--- src/rtl/sdram_rq_rnd_pkg.sv ---
// Shared constants for the SDRAM request slot with embedded LFSR.
package sdram_rq_rnd_pkg;

    localparam int unsigned SDRAM_AW   = 22;
    localparam logic [15:0] LFSR_SEED  = 16'hACE1;

    // One Fibonacci step of x^16+x^15+x^13+x^4+1
    function automatic logic [15:0] lfsr_next(input logic [15:0] cur);
        return {cur[14:0], cur[15] ^ cur[14] ^ cur[12] ^ cur[3]};
    endfunction

endpackage

--- src/rtl/sdram_rq_rnd_lfsr16.sv ---
// Free-running 16-bit Fibonacci LFSR, advances only when adv is high.
module lfsr16
    import sdram_rq_rnd_pkg::*;
(
    input  logic        clk,
    input  logic        rst_n,
    input  logic        adv,
    output logic [15:0] lfsr
);

    // Shift register: load seed on reset, step on adv, hold otherwise
    always_ff @(posedge clk or negedge rst_n) begin
        if (!rst_n) begin
            lfsr <= LFSR_SEED;
        end else if (adv) begin
            lfsr <= lfsr_next(lfsr);
        end
    end

endmodule

--- src/rtl/sdram_rq_rnd.sv ---
// Per-slot SDRAM request front-end: turns addr/addr_ok into a one-shot
// request, captures returned data and provides a pseudo-random source.
module sdram_rq_rnd
    import sdram_rq_rnd_pkg::*;
#(
    parameter int unsigned AW = 22,
    parameter int unsigned DW = 16
) (
    input  logic                clk,
    input  logic                rst_n,
    input  logic [AW-1:0]       addr,
    input  logic [21:0]         offset,
    input  logic                addr_ok,
    input  logic                wrin,
    input  logic [31:0]         din,
    input  logic                din_ok,
    input  logic                we,
    input  logic                adv,
    output logic                req,
    output logic                req_rnw,
    output logic                data_ok,
    output logic [21:0]         sdram_addr,
    output logic [DW-1:0]       wrdata,
    output logic [DW-1:0]       dout,
    output logic [15:0]         lfsr
);

    logic                last_ok;
    logic [AW-1:0]       last_addr;
    logic                start;
    logic [SDRAM_AW-1:0] addr_ext;
    logic [DW-1:0]       din_slice;
    logic                unused_bits;

    // Zero-extend the client address and add the slot base (wraps at 2^22)
    always_comb begin
        addr_ext = '0;
        addr_ext[AW-1:0] = addr;
        sdram_addr = addr_ext + offset;
    end

    // A new access begins on addr_ok rising or on an address change while valid
    always_comb begin
        start = addr_ok && (!last_ok || (addr != last_addr));
    end

    // Pick the part of the SDRAM bus the client cares about
    generate
        if (DW == 32) begin : g_dw32
            always_comb din_slice = din;
        end else if (DW == 16) begin : g_dw16
            always_comb din_slice = din[15:0];
        end else begin : g_dw8
            always_comb din_slice = addr[0] ? din[15:8] : din[7:0];
        end
    endgenerate

    // Not every bus bit is consumed for every DW setting
    assign unused_bits = ^{din, addr};

    assign wrdata = dout;

    // Request/data handshake; later assignments deliberately override earlier ones
    always_ff @(posedge clk or negedge rst_n) begin
        if (!rst_n) begin
            req       <= 1'b0;
            req_rnw   <= 1'b1;
            data_ok   <= 1'b0;
            dout      <= '0;
            last_ok   <= 1'b0;
            last_addr <= '0;
        end else begin
            last_ok   <= addr_ok;
            last_addr <= addr;
            if (we) begin
                req <= 1'b0;
                if (din_ok) begin
                    data_ok <= 1'b1;
                    dout    <= din_slice;
                end
            end
            if (!addr_ok) begin
                req     <= 1'b0;
                data_ok <= 1'b0;
            end
            if (start) begin
                req     <= 1'b1;
                req_rnw <= ~wrin;
                data_ok <= 1'b0;
            end
        end
    end

    lfsr16 u_lfsr (
        .clk   (clk),
        .rst_n (rst_n),
        .adv   (adv),
        .lfsr  (lfsr)
    );

endmodule

--- config.mk ---
export PLATFORM = sky130hd
export DESIGN_NAME = sdram_rq_rnd
export DESIGN_NICKNAME = d
export VERILOG_FILES = /design/src/rtl/sdram_rq_rnd_pkg.sv /design/src/rtl/sdram_rq_rnd_lfsr16.sv /design/src/rtl/sdram_rq_rnd.sv
export SDC_FILE = /design/constraint.sdc
export NUM_CORES = 1
export LEC_CHECK = 0
export CORE_ASPECT_RATIO = 1.2
export CORE_MARGIN = 2
export CORE_UTILIZATION = 42
export DETAILED_ROUTE_END_ITERATION = 7
export PLACE_DENSITY_LB_ADDON = 0.25
export SLEW_MARGIN = 5
export SYNTH_ARGS = -nofsm -noshare
export SYNTH_HDL_FRONTEND = slang
export SYNTH_HIERARCHICAL = 1
export SYNTH_SLANG_ARGS = --single-unit
--- constraint.sdc ---
create_clock -name clk -period 3.1 [get_ports clk]
set_input_delay 0.31 -clock clk [delete_from_list [all_inputs] [get_ports clk]]
set_output_delay 0.31 -clock clk [all_outputs]
set_load 0.01 [all_outputs]
After elaboration in Yosys (flattened, before gate mapping)
Cells that the tools add are included.
- add/sub/neg operators: 1
- multiply operators: 0
- div/mod/pow operators: 0
- $lt $le $gt $ge: 0
- equal/unequal tests: 3
- shifts and indexed selects: 0
- muxes and demuxes: 7
- bitwise logic cells: 4
- reductions and logical operators: 5
- operators by type and width (operator ; count):
    adder 22 bit ; 1
    != test 22 bit ; 1
    two-way mux 1 bit ; 7
    != test 3 x 1 -> 1 bit, second input constant ; 2
    AND reduction 2 bit ; 2
    bitwise XOR 1 bit ; 3
    logical AND 1 bit ; 1
    zero test 1 bit ; 1
    logical OR 1 bit ; 1
    inverter 1 bit ; 1
- register bits after elaboration: 58
- bits in latches: 0
- memory bits (writable): 0
- ROM bits: 0
- logic and storage cells: 27
- memories: 0

Longest topological paths before layout
Gate-level depths: netlist of run 1.
- word-level depth: 5
- mapped depth: 9
- gate-level depth less buffers: 9

By module
The synthesis of run 1 kept the hierarchy.
- modules (own cells, without submodules) (module ; instances ; cells an instance ; area an instance (um^2) ; sequential area each (um^2)):
    sdram_rq_rnd ; 1 ; 257 ; 2731.4 ; 1052.3
    lfsr16 ; 1 ; 38 ; 675.6 ; 410.4

Worst setup path after synthesis of run 1
Ideal clock, no wire load.
- path type: in2out
- start point: input port offset[0]
- end point: output port sdram_addr[20]
- arrival time: 2.117 ns
- data required time: 2.790 ns
- path slack: 0.673 ns
- stages: 9
- cell sequence: ha_1 > inv_1 > fa_1 > nand2b_1 > a21oi_1 > nor4b_4 > nor3_2 > a211oi_1 > a311o_1
- cells in the longest elaborated chain, start to end: 1
- RTL lines (element ; RTL line ; RTL):
    start: declaration ; sdram_rq_rnd.sv:12 ; input logic [21:0] offset,
    adder 22 bit ; sdram_rq_rnd.sv:39 ; sdram_addr = addr_ext + offset;
    end: declaration ; sdram_rq_rnd.sv:22 ; output logic [21:0] sdram_addr,
Every way passes these cells.

Worst setup path after layout of run 1
- start point: input port addr[0]
- end point: output port sdram_addr[20]
- cells in the longest elaborated chain, start to end: 1
- RTL lines (element ; RTL line ; RTL):
    start: declaration ; sdram_rq_rnd.sv:11 ; input logic [AW-1:0] addr,
    adder 22 bit ; sdram_rq_rnd.sv:39 ;
Every way passes these cells.

==> summary.md, run 1 <==
| Metric | Value |
|---|---|
| CP Class | `in2out` |
| # clock sinks | `58` |
| Area grow syn2layout | `60.08%` |
| GRT Overall Usage | `0.1890` |
| Max-slew violations | `0` |
| Mapped cell area | `3407 µm²` |
| RSZ-0062 raised after global routing | `true` |
| Synth area leader | `dfrtp_1` |
| Worst r2r src | `last_addr[19]` |
| Critical path peak fanout | `4` |
| Root Driver | `clkbuf_8` |
| R2r setup slk | `1.52 ns` |
| Reg2reg path depth | `6` |
| P_sw | `~900 µW` |
| GP Congestion | `between 0.8 and 0.9` |
| Crit path from | `addr[0]` |
| Pre-antenna DRT Iters | `5` |
| Num rows | `36` |
| Die Wd | `86.22 µm` |
| CTS Buf Count | `9` |
| Power Density | `549.9 nW/µm²` |
| Count of flip-flops with a built-in enable after synthesis | `0` |
| Drt via density | `5.105` |
| Via Count | `2966` |
| MaxCap Viol Count | `0` |
| Hold Violations, Final | `0` |
| Design area | `between 5000 and 6000 µm²` |
| Number of global-route vias before repair | `2995` |
| Syn Inst Count | `slightly below 300` |
| Initial Utilization | `0.4249` |
| Nets | `between 500 and 600` |
| Leak | `0.002393 µW` |
| Status | `finished clean` |
| Rel. slew slack | `0.3280` |
| Syn. warnings | `6` |
| Die Span Y | `102.7 µm` |
| First-pass GRT wire length | `13120 µm` |
| CTS H-Tree Depth | `3` |
| Post-place instance area | `5159 µm²` |
| CTS tree | `yes` |
| CP startpoint kind | `primary input` |
| Largest stage delay on the critical path | `0.42 ns` |
| Post-synthesis average cell area | `11.55 µm²` |
| Worst vdd ir | `0.2392 mV` |
| Cell mode on critical path | `buf_4` |
| GRT overflow | `0` |
| Flop pwr share | `0.359` |
| Yosys reg bits | `58` |
| Worst Path Arrival | `approximately 2.7 ns` |
| Dpl hpwl | `between 6000 and 7000 µm` |
| Setup violators final | `0` |
| FMAX | `333.7 MHz` |
| Area of the multi-input gates | `1857 µm²` |
| I/O Pins | `156` |
| Register area share after synthesis | `0.4293` |
| Post-synth net total | `400` |
| Routed len/inst | `14.53 µm` |
| Max Root-Sink Buffers | `2` |
| Setup TNS | `0 ns` |
| Initial antenna violation count | `0` |
| Minimum clock period | `approximately 3 ns` |
| Clk pwr share | `0.220` |
| Layout Utilization | `0.6802` |
| Ys flop type | `dfrtp_1` |
| CP max-delay cell | `clkdlybuf4s50_1` |
| PortBufs | `139` |
| CP Data Required Time | `2.79 ns` |
| Antenna Cells | `0` |
| Die ar. | `about 8900 µm²` |
| Post-Route Skew | `about 0.0061 ns` |
| Pin count of the biggest net entering global routing | `48` |
| Crit path cell chain | `clkdlybuf4s50_1, ha_2, inv_2, fa_2, nand2b_4, a21oi_2, buf_4, nor4b_4, nor3_2, buf_4, a21o_1, a311o_1, clkbuf_2` |
| Overall power | `2999 µW` |
| Sw frac | `0.3004` |
| Clk_lat worst skew | `0.33 ns` |
| Routed WL | `8443 µm` |
| Period utilization | `0.9667` |
| FILL cells | `624` |
| FFs w/ async S/R, synth | `1.000` |
| Drt drc | `0` |
| Detail Route Antenna Nets | `0` |
| Netlist cell types | `46` |
| Starting DRT DRC Count | `48` |
| Internal Power | `2098 µW` |
| Reg clk slew, reported paths | `about 0.07 ns` |
| Hold Crit Class | `in2async` |
| CP endpoint kind | `output port` |
| Reg-to-Reg End | `req_rnw` |
| Post-synth top area share | `0.3599` |
| Worst Tran Pin Value | `1.008 ns` |
| Register Area | `1463 µm²` |
| Critical path capture point | `sdram_addr[20]` |
| Synth top area cells | `dfrtp_1 36%, ha_1 7.7%, mux2_2 7.6%, xnor2_1 7.5%, dfstp_2 6.9%` |
| Layout cells sized above 1 | `0.2881` |
| Combinational power share | `0.421` |
| Core ar. | `8018 µm²` |
[metal layers]
layer / global-route usage / vias to the layer above / wire (µm) / share of wire
li1: - / 1414 / - / -
met5: 0 / - / 0 / 0
met3: 0.05284 / 20 / 579 / 0.069
met4: 0.08654 / 0 / 259 / 0.031
met2: 0.3476 / 126 / 4298 / 0.51
met1: 0.2005 / 1406 / 3304 / 0.39
[cell usage in the layout (no fill, tap or decap), types with 9 or more instances in the layout]
cell             synthesis  layout
nand2_1                 11      11
a21oi_1                 14      12
xnor2_1                 29      29
mux2_2                  23      23
nor2_1                  13      11
xor2_1                  16      16
clkdlybuf4s50_1          0     123
ha_1                    21      18
clkbuf_8                 0       9
buf_4                   16      56
dlygate4sd2_1            0       9
dfstp_2                  9       9
dfrtp_1                 49      49
[power by group through the flow]
stage	Sequential [µW]	Clock [µW]	Combinational, µW
global placement	1080	0	1240
finish	1080	661	1260
floorplan	1130	0	539
global route	1100	730	1360
detailed placement	1090	0	1260
CTS	1080	688	1260
[timing repair]
item / CTS / global route
pin swaps: 5 / 8
setup buffers: 1 / 1
hold buffers: 0 / 0
endpoints found under the setup margin: 12 / 8
resized for setup: 28 / 15
cloned: 0 / 0
[registers in the layout (all words and copies together) (netlist names)]
name,flops
data_ok,1
dout,16
last_addr,22
last_ok,1
req,1
req_rnw,1
u_lfsr/lfsr,16
[per-stage QoR]
step | hold slack [ns] | setup WS [ns] | instances
floorplan | 0.01441 | 0.6727 | 295
global route | 0.2203 | -0.05087 | 581
finish | 0.1485 | 0.1032 | 581
global placement | 0.4604 | -0.3481 | 563
CTS | 0.1711 | -0.02975 | 580
detailed placement | 0.4674 | -0.3692 | 563
[critical path: cells and delay by family]
kind / cells / cell delay, ns
compound gates: 3 / 0.56
fa+ha+maj: 2 / 0.39
buf+inv: 5 / 0.91
simple gates: 3 / 0.51
[cell type report]
type / instances / share of cell area
tap: 95 / 0.02179
timing repair buffer: 195 / 0.3278
clock buffer: 9 / 0.02271
clock inverter: 7 / 0.01285
multi-input combinational: 208 / 0.3404
inverter: 9 / 0.006194
sequential: 58 / 0.2682
[cell families after synthesis]
family,synth area share
AO/OA/AOI/OAI,0.1116
multiplexers,0.1142
adder cells (fa/ha/maj),0.08300
flip-flops,0.4293
XOR/XNOR,0.1157
buffers and inverters,0.05656
AND/OR/NAND/NOR,0.08961
[Yosys cell counts, types with 2 or more instances]
| cell | count |
|---|---|
| mux2_4 | 8 |
| xnor2_1 | 29 |
| o21ai_1 | 3 |
| and3_1 | 2 |
| o21ai_0 | 5 |
| a31oi_1 | 4 |
| dfrtp_1 | 49 |
| nand2b_1 | 5 |
| o31ai_1 | 2 |
| a211oi_1 | 3 |
| mux2_2 | 23 |
| dfstp_2 | 9 |
| or3_1 | 2 |
| a21oi_2 | 2 |
| nand4_1 | 7 |
| a21oi_1 | 14 |
| nor2_1 | 13 |
| xor2_1 | 16 |
| nor3_1 | 3 |
| o21a_1 | 2 |
| clkbuf_1 | 2 |
| ha_1 | 21 |
| buf_4 | 16 |
| nand3_1 | 3 |
| nor2b_1 | 3 |
| nor4_1 | 3 |
| inv_1 | 9 |
| o41ai_2 | 2 |
| o211ai_1 | 2 |
| a21o_1 | 7 |
| nand2_1 | 11 |
[how the worst min path moves through the flow]
stage	start	to	slack (ns)	cells after the start
global placement	req_rnw	req_rnw	0.46	2
finish	rst_n	dout[8]	0.15	1
detailed placement	req_rnw	req_rnw	0.47	2
global route	rst_n	dout[10]	0.22	1
CTS	rst_n	dout[10]	0.17	1
floorplan	rst_n	data_ok	0.01	0
No activity file was read; power rests on OpenSTA's default activity.
==> inputs of run 2 (changes only) <==
--- a/config.mk
+++ b/config.mk
@@ -6,7 +6,6 @@
 export NUM_CORES = 1
 export LEC_CHECK = 0
 export CORE_ASPECT_RATIO = 1.2
-export CORE_MARGIN = 2
 export CORE_UTILIZATION = 42
 export DETAILED_ROUTE_END_ITERATION = 7
 export PLACE_DENSITY_LB_ADDON = 0.25
==> run 2 against run 1 <==
Effect of this change: the flow now finishes with violations (design-rule violations); via count is 0.51% lower; register-to-register slack hardly changed; maximum frequency is 0.14% lower; critical path depth is 4 lower; sequential cell count stayed put; wire length is 2.9% higher; final area is 0.67% higher; count of clock-buffer cells in the layout is 2 higher; non-clock buffer count stayed put; worst hold slack worse by 0.044 ns; global-route usage is 2.6 points higher; worst setup slack worse by 0.0043 ns.
==> summary.md, run 2 (same netlist as run 1, synthesis figures left out) <==
| Metric | Value |
|---|---|
| Max FFs per register | `22 (unchanged)` |
| Setup violators final | `0 (unchanged)` |
| First-pass GRT wire length | `14300 µm (was 13120 µm)` |
| Combinational power share | `0.409 (was 0.421)` |
| # clock sinks | `58 (unchanged)` |
| Area grow syn2layout | `61.15% (was 60.08%)` |
| Post-Route Skew | `0.006756 ns (was 0.006147 ns)` |
| PortBufs | `139 (unchanged)` |
| Layout Utilization | `0.7083 (was 0.6802)` |
| P_sw | `895.2 µW (was 901.1 µW)` |
| Initial Utilization | `0.4395 (was 0.4249)` |
| Cell mode on critical path | `clkdlybuf4s50_1 (was buf_4)` |
| Worst Path Arrival | `2.69 ns (about the same)` |
| Metal3 WL | `573 µm (was 579 µm)` |
| Die Span Y | `100.7 µm (was 102.7 µm)` |
| Routed len/inst | `15.04 µm (was 14.53 µm)` |
| Hold Crit Class | `in2async (unchanged)` |
| Root Driver | `clkbuf_8 (unchanged)` |
| Uppermost routed layer | `met4 (unchanged)` |
| GP Congestion | `0.8423 (was 0.8328)` |
| GRT Overall Usage | `0.2146 (was 0.1890)` |
| Hold Violations, Final | `0 (unchanged)` |
| Internal Power | `2200 µW (was 2098 µW)` |
| CP startpoint kind | `primary input (unchanged)` |
| CP Class | `in2out (unchanged)` |
| Max-slew violations | `0 (unchanged)` |
| Number of global-route vias before repair | `3006 (was 2995)` |
| CP max-delay cell | `clkdlybuf4s50_1 (unchanged)` |
| DP Cell Count | `560 (was 563)` |
| Pin count of the biggest net entering global routing | `43 (was 48)` |
| Max Root-Sink Buffers | `2 (unchanged)` |
| Die Wd | `84.22 µm (was 86.22 µm)` |
| Crit path cell chain | `clkdlybuf4s50_1, ha_1, a21o_1, a31o_1, o21ai_0, nand2b_1, a21oi_1, xnor2_1, clkdlybuf4s50_1 (was clkdlybuf4s50_1, ha_2, inv_2, fa_2, nand2b_4, a21oi_2, buf_4, nor4b_4, nor3_2, buf_4, a21o_1, a311o_1, clkbuf_2)` |
| GRT overflow | `0 (unchanged)` |
| Dpl hpwl | `6747 µm (was 6653 µm)` |
| Top flop regs | `last_addr (22), dout (16), u_lfsr/lfsr (16) (unchanged)` |
| Buf/Inv on CP | `2 (was 5)` |
| Hold-fix buffers, CTS | `0 (unchanged)` |
| Most common cell after layout, fill and taps aside | `clkdlybuf4s50_1 (unchanged)` |
| Die ar. | `8478 µm² (was 8851 µm²)` |
| Period utilization | `0.9681 (was 0.9667)` |
| I/O Pins | `156 (unchanged)` |
| Commonest non-fill, non-tap cells in the layout | `122 x clkdlybuf4s50_1, 56 x buf_4, 49 x dfrtp_1 (was 123 x clkdlybuf4s50_1, 56 x buf_4, 49 x dfrtp_1)` |
| CP endpoint kind | `output port (unchanged)` |
| Layout cells sized above 1 | `0.2901 (was 0.2881)` |
| Rel. slew slack | `0.3952 (was 0.3280)` |
| Clk_lat worst skew | `0.33 ns (about the same)` |
| CTS H-Tree Depth | `3 (unchanged)` |
| Status | `finished, violations left (was finished clean)` |
| Reg clk slew, reported paths | `0.07 ns (about the same)` |
| Worst Tran Pin Value | `0.9072 ns (was 1.008 ns)` |
| Failing checks | `design-rule violations` |
| FMAX | `333.2 MHz (was 333.7 MHz)` |
| CTS tree | `yes (unchanged)` |
| Minimum clock period | `3.001 ns (was 2.997 ns)` |
| Routed WL | `8691 µm (was 8443 µm)` |
| Core ar. | `7751 µm² (was 8018 µm²)` |
| Leak | `0.002436 µW (was 0.002393 µW)` |
| Met2 WL | `4484 µm (was 4298 µm)` |
| Pre-antenna DRT Iters | `6 (was 5)` |
| Sw frac | `0.2892 (was 0.3004)` |
| Via Count | `2951 (was 2966)` |
| MaxCap Viol Count | `0 (unchanged)` |
| Most flops, register | `last_addr (unchanged)` |
| Flop pwr share | `0.347 (was 0.359)` |
| Met1 WL | `3450 µm (was 3304 µm)` |
| Antenna Cells | `0 (unchanged)` |
| Num rows | `35 (was 36)` |
| Worst vdd ir | `0.2397 mV (was 0.2392 mV)` |
| Power Density | `563.8 nW/µm² (was 549.9 nW/µm²)` |
| Finished Layout Cells | `578 (was 581)` |
| Nets | `586 (unchanged)` |
| Drt drc | `26 (was 0)` |
| Initial antenna violation count | `0 (unchanged)` |
| Largest stage delay on the critical path | `0.56 ns (was 0.42 ns)` |
| Clk pwr share | `0.245 (was 0.220)` |
| Delay-heaviest family, CP | `buffers and inverters (unchanged)` |
| Detail Route Antenna Nets | `0 (unchanged)` |
| Critical path peak fanout | `4 (unchanged)` |
| CTS Buf Count | `9 (unchanged)` |
| Starting DRT DRC Count | `112 (was 48)` |
| Drt via density | `5.106 (was 5.105)` |
| CP Data Required Time | `2.79 ns (about the same)` |
run 2: metrics by stage:
step / power, µW / hold WS (ns) / worst slack, ns / instance area (µm²) / TNS, ns
after global routing: 3277 / 0.1675 / -0.04364 / 5490 / -0.04364
after global placement: 2323 / 0.4604 / -0.3193 / 5155 / -1.807
after detailed placement: 2351 / 0.4690 / -0.3605 / 5155 / -2.086
final: 3095 / 0.1041 / 0.09889 / 5490 / 0
after floorplan: 1667 / 0.01441 / 0.6727 / 3407 / 0
after CTS: 3122 / 0.1246 / -0.06260 / 5431 / -0.06420
run 2: path summary, 6_finish.rpt:
| path | from | end | slack, ns | depth (start not counted) |
|---|---|---|---|---|
| setup / recovery | addr[4] | sdram_addr[7] | 0.1 | 9 |
| hold / removal | rst_n | dout[10] | 0.10 | 1 |
| setup reg to reg | last_addr[19] | req_rnw | 1.53 | 6 |
| hold reg to reg | req_rnw | req_rnw | 0.47 | 2 |
| max in group asynchronous | rst_n | dout[12] | 2.21 | 2 |
| min in group clk | addr[0] | last_addr[0] | 0.25 | 2 |
run 2: layer usage:
metal | vias up | GRT usage
met5 | - | 0
met4 | 0 | 0.06897
met3 | 17 | 0.05078
met2 | 125 | 0.3865
met1 | 1394 | 0.2528
li1 | 1415 | -
run 2: cell type report:
class	count	area (µm²)
clock buffer	11	141.4
clock inverter	5	77.57
fill	554	2261
inverter	9	33.78
multi-input combinational	208	1862
sequential	58	1463
tap	92	115.1
timing repair buffer	195	1798
run 2: repair_timing:
action,4_1_cts,5_1_grt
buffers inserted,1,1
endpoints found under the setup margin,14,10
endpoints found under the hold margin,0,0
pin swaps,2,13
gates resized for setup,30,18
run 2: power groups by stage:
stage,registers [µW],logic (µW),clock network [µW]
finish,1070,1270,757
floorplan,1130,539,0
detailed placement,1090,1260,0
global route,1100,1360,822
CTS,1070,1270,778
global placement,1080,1250,0
